--- src/rtl/imm_gen_pipe_pkg.sv ---
// Shared constants for the immediate generator: format codes, major opcodes
// and the datapath width legality check.
package imm_pkg;

  localparam logic [2:0] FMT_I       = 3'b000;
  localparam logic [2:0] FMT_S       = 3'b001;
  localparam logic [2:0] FMT_B       = 3'b010;
  localparam logic [2:0] FMT_J       = 3'b011;
  localparam logic [2:0] FMT_U       = 3'b100;
  localparam logic [2:0] FMT_Z       = 3'b101;
  localparam logic [2:0] FMT_NONE    = 3'b110;
  localparam logic [2:0] FMT_ILLEGAL = 3'b111;

  localparam logic [6:0] OP_LOAD   = 7'b0000011;
  localparam logic [6:0] OP_IMM    = 7'b0010011;
  localparam logic [6:0] OP_IMM32  = 7'b0011011;
  localparam logic [6:0] OP_JALR   = 7'b1100111;
  localparam logic [6:0] OP_STORE  = 7'b0100011;
  localparam logic [6:0] OP_BRANCH = 7'b1100011;
  localparam logic [6:0] OP_JAL    = 7'b1101111;
  localparam logic [6:0] OP_LUI    = 7'b0110111;
  localparam logic [6:0] OP_AUIPC  = 7'b0010111;
  localparam logic [6:0] OP_SYSTEM = 7'b1110011;
  localparam logic [6:0] OP_REG    = 7'b0110011;
  localparam logic [6:0] OP_REG32  = 7'b0111011;

  function automatic bit xlen_legal(input int unsigned xlen);
    return (xlen == 32) || (xlen == 64);
  endfunction

endpackage

--- src/rtl/imm_extend_core.sv ---
// Combinational format resolution and immediate extension for one instruction.
module imm_extend_core
  import imm_pkg::*;
#(
  parameter int unsigned XLEN          = 32,
  parameter bit          DECODE_OPCODE = 1'b1
) (
  input  logic [31:0]     instr,
  input  logic [2:0]      immsrc,
  output logic [XLEN-1:0] imm,
  output logic [2:0]      fmt,
  output logic            illegal
);

  if (!xlen_legal(XLEN)) begin : g_bad_xlen
    $error("imm_extend_core: XLEN must be 32 or 64");
  end

  localparam bit Rv64 = (XLEN == 64);

  logic        sgn;
  logic [63:0] imm_full;

  assign sgn = instr[31];

  always_comb begin
    fmt = FMT_ILLEGAL;
    if (DECODE_OPCODE) begin
      case (instr[6:0])
        OP_LOAD, OP_IMM, OP_JALR: fmt = FMT_I;
        OP_IMM32:                 fmt = Rv64 ? FMT_I : FMT_ILLEGAL;
        OP_STORE:                 fmt = FMT_S;
        OP_BRANCH:                fmt = FMT_B;
        OP_JAL:                   fmt = FMT_J;
        OP_LUI, OP_AUIPC:         fmt = FMT_U;
        OP_SYSTEM:                fmt = instr[14] ? FMT_Z : FMT_I;
        OP_REG:                   fmt = FMT_NONE;
        OP_REG32:                 fmt = Rv64 ? FMT_NONE : FMT_ILLEGAL;
        default:                  fmt = FMT_ILLEGAL;
      endcase
    end else begin
      fmt = immsrc;
    end
  end

  // Built at 64 bits and truncated so both widths share one expression.
  always_comb begin
    imm_full = '0;
    case (fmt)
      FMT_I: imm_full = {{52{sgn}}, instr[31:20]};
      FMT_S: imm_full = {{52{sgn}}, instr[31:25], instr[11:7]};
      FMT_B: imm_full = {{51{sgn}}, instr[31], instr[7], instr[30:25], instr[11:8], 1'b0};
      FMT_J: imm_full = {{43{sgn}}, instr[31], instr[19:12], instr[20], instr[30:21], 1'b0};
      FMT_U: imm_full = {{32{sgn}}, instr[31:12], 12'b0};
      FMT_Z: imm_full = {59'b0, instr[19:15]};
      default: imm_full = '0;
    endcase
  end

  assign imm     = imm_full[XLEN-1:0];
  assign illegal = (fmt == FMT_ILLEGAL);

endmodule

--- src/rtl/imm_gen_pipe.sv ---
// Immediate generator with a two-entry output buffer (OUT + SKID) so that
// in_ready depends only on a flop.
module imm_gen_pipe
  import imm_pkg::*;
#(
  parameter int unsigned XLEN          = 32,
  parameter int unsigned TAG_W         = 32,
  parameter bit          DECODE_OPCODE = 1'b1
) (
  input  logic             clk,
  input  logic             rst_n,
  input  logic             flush,
  input  logic             in_valid,
  output logic             in_ready,
  input  logic [31:0]      in_instr,
  input  logic [2:0]       in_immsrc,
  input  logic [TAG_W-1:0] in_tag,
  output logic             out_valid,
  input  logic             out_ready,
  output logic [XLEN-1:0]  out_imm,
  output logic [2:0]       out_fmt,
  output logic             out_illegal,
  output logic [TAG_W-1:0] out_tag
);

  logic [XLEN-1:0] new_imm;
  logic [2:0]      new_fmt;
  logic            new_illegal;

  imm_extend_core #(
    .XLEN          (XLEN),
    .DECODE_OPCODE (DECODE_OPCODE)
  ) u_core (
    .instr   (in_instr),
    .immsrc  (in_immsrc),
    .imm     (new_imm),
    .fmt     (new_fmt),
    .illegal (new_illegal)
  );

  logic             out_valid_q, skid_valid_q;
  logic [XLEN-1:0]  out_imm_q, skid_imm_q;
  logic [2:0]       out_fmt_q, skid_fmt_q;
  logic             out_ill_q, skid_ill_q;
  logic [TAG_W-1:0] out_tag_q, skid_tag_q;

  logic accept, drain;

  assign in_ready = !skid_valid_q;
  assign accept   = in_valid && in_ready;
  assign drain    = out_valid_q && out_ready;

  always_ff @(posedge clk or negedge rst_n) begin
    if (!rst_n) begin
      out_valid_q  <= 1'b0;
      skid_valid_q <= 1'b0;
      out_imm_q    <= '0;
      out_fmt_q    <= FMT_I;
      out_ill_q    <= 1'b0;
      out_tag_q    <= '0;
      skid_imm_q   <= '0;
      skid_fmt_q   <= FMT_I;
      skid_ill_q   <= 1'b0;
      skid_tag_q   <= '0;
    end else if (flush) begin
      out_valid_q  <= 1'b0;
      skid_valid_q <= 1'b0;
    end else if (!out_valid_q || drain) begin
      if (skid_valid_q) begin
        out_valid_q <= 1'b1;
        out_imm_q   <= skid_imm_q;
        out_fmt_q   <= skid_fmt_q;
        out_ill_q   <= skid_ill_q;
        out_tag_q   <= skid_tag_q;
        // accept is always 0 here since in_ready = !skid_valid
        skid_valid_q <= accept;
        if (accept) begin
          skid_imm_q <= new_imm;
          skid_fmt_q <= new_fmt;
          skid_ill_q <= new_illegal;
          skid_tag_q <= in_tag;
        end
      end else begin
        out_valid_q  <= accept;
        skid_valid_q <= 1'b0;
        if (accept) begin
          out_imm_q <= new_imm;
          out_fmt_q <= new_fmt;
          out_ill_q <= new_illegal;
          out_tag_q <= in_tag;
        end
      end
    end else if (accept) begin
      skid_valid_q <= 1'b1;
      skid_imm_q   <= new_imm;
      skid_fmt_q   <= new_fmt;
      skid_ill_q   <= new_illegal;
      skid_tag_q   <= in_tag;
    end
  end

  assign out_valid   = out_valid_q;
  assign out_imm     = out_imm_q;
  assign out_fmt     = out_fmt_q;
  assign out_illegal = out_ill_q;
  assign out_tag     = out_tag_q;

endmodule

--- config.mk ---
export PLATFORM = sky130hd
export DESIGN_NAME = imm_gen_pipe
export DESIGN_NICKNAME = d
export VERILOG_FILES = /design/src/rtl/imm_gen_pipe_pkg.sv /design/src/rtl/imm_extend_core.sv /design/src/rtl/imm_gen_pipe.sv
export SDC_FILE = /design/constraint.sdc
export NUM_CORES = 1
export LEC_CHECK = 0
export ABC_AREA = 1
export BUFFER_PORTS_ARGS = -buffer_cell sky130_fd_sc_hd__buf_2
export CORE_UTILIZATION = 53
export DETAILED_ROUTE_END_ITERATION = 7
export PLACE_DENSITY = 0.78
export SLEW_MARGIN = 20
export SYNTH_ARGS = -nofsm -noshare
export SYNTH_HDL_FRONTEND = slang
export SYNTH_SLANG_ARGS = --single-unit
--- constraint.sdc ---
create_clock -name clk -period 2 [get_ports clk]
set_input_delay 0.1 -clock clk [delete_from_list [all_inputs] [get_ports clk]]
set_output_delay 0.1 -clock clk [all_outputs]
set_load 0.02 [all_outputs]
# After elaboration in Yosys (flattened, before gate mapping)
# Cells that the tools add are included.
# totals
out_inout_bits	70
reg_bits	138
word_cells	71
# classes
reduce_logical	13
n_eq_ne	17
n_mux	30
bitwise_logic	1
# op_table
op	n
2-to-1 mux 32 bit	10
case mux 32 bit (6 select lines)	1
equality test 7 bit, second input constant	4
equality test 7 x 6 -> 1 bit, second input constant	3
case mux 3 bit (7 select lines)	1
2-to-1 mux 3 bit	6
equality test 7 x 5 -> 1 bit, second input constant	2
2-to-1 mux 1 bit	12
equality test 3 bit, second input constant	3
equality test 7 x 2 -> 1 bit, second input constant	1
equality test 3 x 2 -> 1 bit, second input constant	2
nonzero test 2 bit	2
equality test 3 x 1 -> 1 bit, second input constant	1
zero test 3 bit	1
AND reduction 3 bit	1
nonzero test 3 bit	1
OR reduction 3 bit	1
logical AND 1 bit	2
zero test 1 bit	2
inequality test 2 bit, second input constant	1
AND reduction 2 bit	1
OR reduction 2 bit	1
logical OR 1 bit	1
inverter 1 bit	1

# Longest topological paths before layout
# Gate-level depths: netlist (run 1).
# depth
ltp_word	8
mapped_depth	14

# By module
# From an unflattened synthesis (run 1), not the netlist that was laid out.
# unflattened
hier_cells	968
hier_area_um2	7053.0
# modules_own_cells
mod	n_inst	area_per_inst_um2	cells_per_inst	seq_area_each_um2
imm_gen_pipe	1	6263.5	823	3453.3
imm_extend_core	1	789.5	145	0.0

# Least setup slack after synthesis (run 1)
# No wires, ideal clock.
# synth_timing
path_kind	flip-flop to flip-flop
startpoint	reg out_valid_q, in the netlist out_valid
endpoint	reg out_imm_q[18], in the netlist out_imm[18]
setup_time_ps	117
arrival_ps	1540
setup_slack_ps	344
stages_incl_launch_ff	10
path_cell_list	dfrtp_1 -> inv_1 -> nor2_1 -> nor2_4 -> inv_1 -> clkbuf_1 -> clkbuf_1 -> a21oi_1 -> nand2_1 -> nand2_1
# synth_between
elab_chain_len	3
elab_cells_between_ends	4
# synth_lines
item	line	rtl
from (decl)	imm_gen_pipe.sv:41	logic out_valid_q, skid_valid_q;
from (signal assigned)	imm_gen_pipe.sv:84	out_valid_q <= accept;
zero test 1 bit or logical AND 1 bit (tied branches)	imm_gen_pipe.sv:68, imm_gen_pipe.sv:51	
logical OR 1 bit *	imm_gen_pipe.sv:68	end else if (!out_valid_q || drain) begin
AND reduction 3 bit (no source line) *	--	
to (signal assigned)	imm_gen_pipe.sv:71	out_imm_q <= skid_imm_q;
to (signal assigned)	imm_gen_pipe.sv:87	out_imm_q <= new_imm;
to (decl)	imm_gen_pipe.sv:42	logic [XLEN-1:0] out_imm_q, skid_imm_q;
# Mark *: on every way between the ends. The rest lies on a longest branch, timed or not.
# A chain may end at the register's enable or synchronous reset.

# Final worst setup path (run 1)
# layout_timing
startpoint	reg out_valid_q, in the netlist out_valid
endpoint	reg skid_imm_q[27]
# layout_between
elab_chain_len	4
elab_cells_between_ends	6
# layout_lines
item	line	rtl
zero test 1 bit or logical AND 1 bit (tied branches)	imm_gen_pipe.sv:68, imm_gen_pipe.sv:51	
logical OR 1 bit *	imm_gen_pipe.sv:68	
inequality test 2 bit (no source line)	--	
AND reduction 2 bit (no source line)	--	
to (signal assigned)	imm_gen_pipe.sv:78	skid_imm_q <= new_imm;
to (signal assigned)	imm_gen_pipe.sv:95	skid_imm_q <= new_imm;
to (decl)	imm_gen_pipe.sv:42	
# Marks and branches as above.

==> results of run 1 <==
==> cells by family (layout without fill, tap and decap cells) <==
| logic type | count (synthesis) | count (layout) | synth area share |
|---|---|---|---|
| other | 0 | 1 | 0 |
| AO/OA/AOI/OAI | 173 | 173 | 0.140 |
| buffers and inverters | 118 | 287 | 0.0755 |
| AND/OR/NAND/NOR | 384 | 384 | 0.257 |
| flip-flops | 138 | 138 | 0.527 |
==> how the worst min path moves through the flow <==
stage	startpoint	endpoint	slack, ns	depth (start not counted)
after detailed placement	rst_n	out_imm[23]$_DFFE_PN0P_	0.05	1
after global routing	in_tag[25]	skid_tag_q[25]$_DFFE_PN0P_	0.02	3
after global placement	rst_n	out_imm[23]$_DFFE_PN0P_	0.05	1
after CTS	out_ready	skid_valid_q$_DFFE_PN0P_	0.002	4
after floorplan	rst_n	out_fmt[0]$_DFFE_PN0P_	-0.20	0
final	in_tag[25]	skid_tag_q[25]$_DFFE_PN0P_	0.009	3
==> repair_timing <==
action,in CTS,in global routing
hold buffers,38,0
endpoints found under the setup margin,0,0
buffers inserted,0,0
hold endpoints to repair,86,0
gates resized for setup,0,0
==> cells in the final DEF (no fill, tap or decap), drive strengths merged, types with 3 or more instances in the layout <==
cell type    synthesis  layout
nor2                56      56
a2bb2oi              5       5
buf                 14     148
nand4               11      11
dfrtp              138     138
clkinv               1       7
nand2              276     276
nand3               41      41
o21ai              123     123
inv                 69      67
bufinv               0       3
a21oi               31      31
a31oi               12      12
dlygate4sd3          0      38
clkbuf              34      23
==> power by group <==
part	leakage [nW]	internal (W)	switching, W	total (W)
registers	1.76	0.00329	0.000243	0.00354
logic	2.63	0.000535	0.000874	0.00141
clock network	0.293	0.00204	0.00111	0.00316
==> sequential cells by signal, summed over array words and instances, names as in the netlist <==
register and cells:
out_imm 32, out_tag 32, skid_imm_q 32, skid_tag_q 32, out_fmt 3, skid_fmt_q 3
out_illegal 1, out_valid 1, skid_ill_q 1, skid_valid_q 1
==> through the flow <==
step                      power, W  setup WS (ns)  cell area, sq um  utilization  hold slack [ns]
after CTS                  0.00815          0.164              8330        0.693          0.00158
after floorplan            0.00439          0.344              6550            -           -0.196
final                      0.00811          0.184              8330        0.694          0.00930
after detailed placement   0.00493          0.232              7350        0.612           0.0496
after global routing       0.00851         0.0222              8330        0.694           0.0209
after global placement     0.00487          0.287              7350        0.612           0.0486
==> final cells by class <==
| type | count | area [sq um] |
|---|---|---|
| Antenna cell | 1 | 2.50 |
| Clock buffer | 23 | 478 |
| Clock inverter | 8 | 118 |
| Fill cell | 1000 | 3680 |
| Inverter | 70 | 265 |
| Multi-Input combinational cell | 557 | 2600 |
| Sequential cell | 138 | 3450 |
| Tap cell | 147 | 184 |
| Timing Repair Buffer | 186 | 1230 |
==> metal layers <==
layer	vias up	GRT usage
met2	168	0.413
met3	39	0.0487
met1	2766	0.350
li1	2923	-
met5	-	0
met4	0	0.117
==> worst max-delay path, stage by stage (launching register included) <==
cell and delay, ns:
dfrtp_1 0.33, inv_1 0.04, nor2_1 0.20, inv_1 0.10, nor2_1 0.12, nand2_2 0.24, clkinv_1 0.16, buf_12 0.26
nor2_1 0.10, a31oi_1 0.16
==> out/results.tsv, run 1 <==
metric	value	unit
cts_sinks	138	
synth_cell_types	31	
synth_top_area_cell	dfrtp_1	
wl	15500	microns
rows	40	
h-tree-depth	4	
synth_area_leaders	dfrtp_1, nand2_1, o21ai_0	
cts_tree	yes	
dr.pass1.iters	4	
final_cells	1130	
syn_area	6550	sq um
powerDensity	973	nW/um^2
timing.fmax	551	MHz
ys_seq_elements	138	
antenna_found_initial	1	
dp_hpwl	9890	microns
final_net_count	1042	
dieArea	12800	sq um
vias	5896	
async_flop_share	1.00	
wl_per_cell	13.7	microns
avgSynthCellArea	8.05	sq um
clk_transition_reported_paths	0.06	ns
viasPerCell	5.22	
timing.rr.start	out_valid$_DFFE_PN0P_	
yosysMostFrequentCell	nand2_1	
setup_tns	0	ns
grt_max_degree	111	
syn_inst	813	
wl_met3	662	microns
drc	0	
critPathRequiredTime	2.33	ns
core-area	12000	sq um
critPathLaunch	out_valid$_DFFE_PN0P_	
netlist_top_cells_count	nand2_1, dfrtp_1, o21ai_0	
drive_gt1_frac	0.214	
r2r_slack	0.18	ns
start_util	0.545	
critPathLaunchType	register	
synth_flop_cell	dfrtp_1	
max-slew-margin-rel	0.676	
grt_pass1_wl	26500	microns
maxSlewViolCount	0	
peakVddDrop	0.000564	V
cts-root-buf	clkbuf_16	
grt_pass1_vias	5630	
routed.top_layer	met4	
power_leakage	4.68	nW
chipWidth	113	microns
synth_edf_count	0	
drv_cap	0	
dr.first_iter.drc_count	516	
area_growth_syn_to_layout	27.2	%
rsz0062_at_grt	no	
cp_max_fo	60	
reg2reg_depth	9	
status	complete, no violations	
setup.worst_path.end	skid_imm_q[27]$_DFFE_PN0P_	
place_congestion	0.843	
syn-num-nets	885	
hp-class	primary input to register	
seq_area_frac_synth	0.527	
crit_arrival	2.14	ns
fin_crit_sh	0.908	
num_io_pins	142	
clock_skew	0.00758	ns
dpl.cell_count	1060	
clk_path_buf_depth	2	
numCtsBuffers	17	
crit_type	register to register	
grt_overflow	0	
die_y	113	microns
ant_nets	0	
cp-end-kind	register	
finalHoldViolations	0	
wl_met2	7300	microns
io_buffers	138	
grtUsageTotal	0.260	
timing.rr.end	skid_imm_q[27]$_DFFE_PN0P_	
drt-met1-wl	7030	microns
finalSetupViolCount	0	
yosysTopAreaCellShare	0.527	
fin_crit	1.82	ns
synth-warning-count	0	
tightestPinTransition	0.485	ns
clkLatencyLatePin	0.41	ns
No activity file was read; power rests on OpenSTA's default activity.
==> inputs of run 2 (changes only) <==
==> constraint.sdc (replaced) <==
create_clock -name clk -period 2 [get_ports clk]
set_input_delay 0.1 -clock clk [delete_from_list [all_inputs] [get_ports clk]]
set_output_delay 0.1 -clock clk [all_outputs]
set_load 0.1 [all_outputs]
==> out/results.tsv, run 2 (synthesis gave the netlist of run 1 again) <==
metric	value	unit	change
status	complete, no violations		
critPathLaunch	skid_valid_q$_DFFE_PN0P_		
reg2reg_depth	7		-2
maxSlewViolCount	0		unchanged
drc	0		unchanged
grt_max_degree	111		unchanged
num_io_pins	142		unchanged
antenna_found_initial	0		-1
start_util	0.545		unchanged
wl_per_cell	13.7	microns	+0.15%
dieArea	12800	sq um	unchanged
clkLatencyLatePin	0.41	ns	about the same
finalHoldViolations	0		unchanged
numCtsBuffers	17		unchanged
fin_crit_sh	0.916		+0.00779
grt_pass1_wl	26000	microns	-1.8%
wl	15500	microns	about the same
grt_overflow	0		unchanged
area_growth_syn_to_layout	27.0	%	
core-area	12000	sq um	unchanged
peakVddDrop	0.000541	V	-4.0%
timing.rr.end	skid_imm_q[20]$_DFFE_PN0P_		
hp-class	primary input to register		
io_buffers	138		unchanged
final_common_cell	nand2_1		
r2r_slack	0.17	ns	-0.02 ns
setup_tns	0	ns	unchanged
finalSetupViolCount	0		unchanged
rsz0062_at_grt	no		
max-slew-margin-rel	0.648		-0.0280
cp-end-kind	register		
clk_transition_reported_paths	0.05	ns	about the same
holdWs	0.0229	ns	+0.0136 ns
grtUsageTotal	0.258		-0.00215
clk_path_buf_depth	2		unchanged
crit_type	register to register		
dr.first_iter.drc_count	411		-20%
cts_sinks	138		unchanged
diodes	0		-1
tightestPinTransition	0.532	ns	+0.0475 ns
cts-root-buf	clkbuf_16		
final_cell_mix	nand2_1, dfrtp_1, buf_2		
fin_crit	1.83	ns	+0.0156 ns
ant_nets	0		unchanged
timing.fmax	546	MHz	-0.85%
chipWidth	113	microns	unchanged
critPathRequiredTime	2.27	ns	-0.06 ns
clock_skew	0.00604	ns	-0.00154 ns
setup.worst_path.end	skid_imm_q[20]$_DFFE_PN0P_		
drive_gt1_frac	0.214		unchanged
timing.rr.start	skid_valid_q$_DFFE_PN0P_		
cp_max_fo	60		unchanged
ctsResizeCount	0		unchanged
final_net_count	1046		+0.38%
h-tree-depth	4		unchanged
setup_slack	0.168	ns	-0.0156 ns
rows	40		unchanged
powerDensity	1090	nW/um^2	+12%
dp_hpwl	9780	microns	-1.1%
die_y	113	microns	unchanged
final_cells	1129		-0.088%
vias	5767		-2.2%
critPathLaunchType	register		
power_leakage	4.68	nW	about the same
viasPerCell	5.11		-2.1%
dr.pass1.iters	5		+1
place_ws	0.193	ns	-0.0392 ns
cts_tree	yes		
fillers	969		-3.1%
grt_pass1_vias	5392		-4.2%
dpl.cell_count	1062		+0.19%
drv_cap	0		unchanged
crit_arrival	2.10	ns	-0.04 ns
place_congestion	0.864		+2.5%
-- run 2: power breakdown --
part	total (W)	switching (W)	internal, W
sequential	0.00354	0.000242	0.00330
clock	0.00290	0.00106	0.00184
combinational	0.00263	0.00210	0.000535
total	0.00907	0.00340	0.00567
-- run 2: worst min path at each step --
stage | start | to | slack [ns] | cells past startpoint
after floorplan | rst_n | out_fmt[0]$_DFFE_PN0P_ | -0.20 | 0
after global placement | rst_n | out_imm[24]$_DFFE_PN0P_ | 0.09 | 1
after detailed placement | rst_n | out_imm[24]$_DFFE_PN0P_ | 0.09 | 1
after CTS | in_instr[26] | skid_imm_q[26]$_DFFE_PN0P_ | 0.003 | 3
after global routing | in_instr[26] | skid_imm_q[26]$_DFFE_PN0P_ | 0.02 | 3
final | in_instr[26] | skid_imm_q[26]$_DFFE_PN0P_ | 0.02 | 3
-- run 2: final cells by class --
class                   count  area (sq um)  share of cell area
flip-flops and latches    138          3450               0.416
well taps                 147           184              0.0221
clock inverters             3          40.0             0.00482
clock buffers              24           502              0.0604
inverters                  70           265              0.0319
multi-input cells         557          2600               0.313
repair buffers            190          1260               0.152
-- run 2: critical path, stage by stage, from the launching register on --
cell      delay, ns
dfrtp_1        0.36
buf_4          0.33
nor2_1         0.10
nand2_2        0.29
clkinv_1       0.18
buf_12         0.22
nor2_1         0.13
a31oi_1        0.06
-- run 2: what timing repair did --
| item | 4_1_cts | 5_1_grt |
|---|---|---|
| setup buffers | 0 | 0 |
| endpoints found under the hold margin | 93 | 0 |
| hold buffers | 40 | 0 |
-- run 2: layer usage --
metal | share of wire | up-vias | track usage
met4 | 0.029 | 0 | 0.113
li1 | - | 2934 | -
met1 | 0.46 | 2628 | 0.355
met5 | 0 | - | 0
met3 | 0.045 | 35 | 0.0552
met2 | 0.47 | 170 | 0.397
-- run 2: per-stage QoR --
stage | utilization | area (sq um) | total power (W)
floorplan | - | 6550 | 0.00559
global placement | 0.614 | 7370 | 0.00609
detailed placement | 0.614 | 7370 | 0.00615
CTS | 0.692 | 8310 | 0.00911
global route | 0.692 | 8310 | 0.00948
finish | 0.692 | 8310 | 0.00907
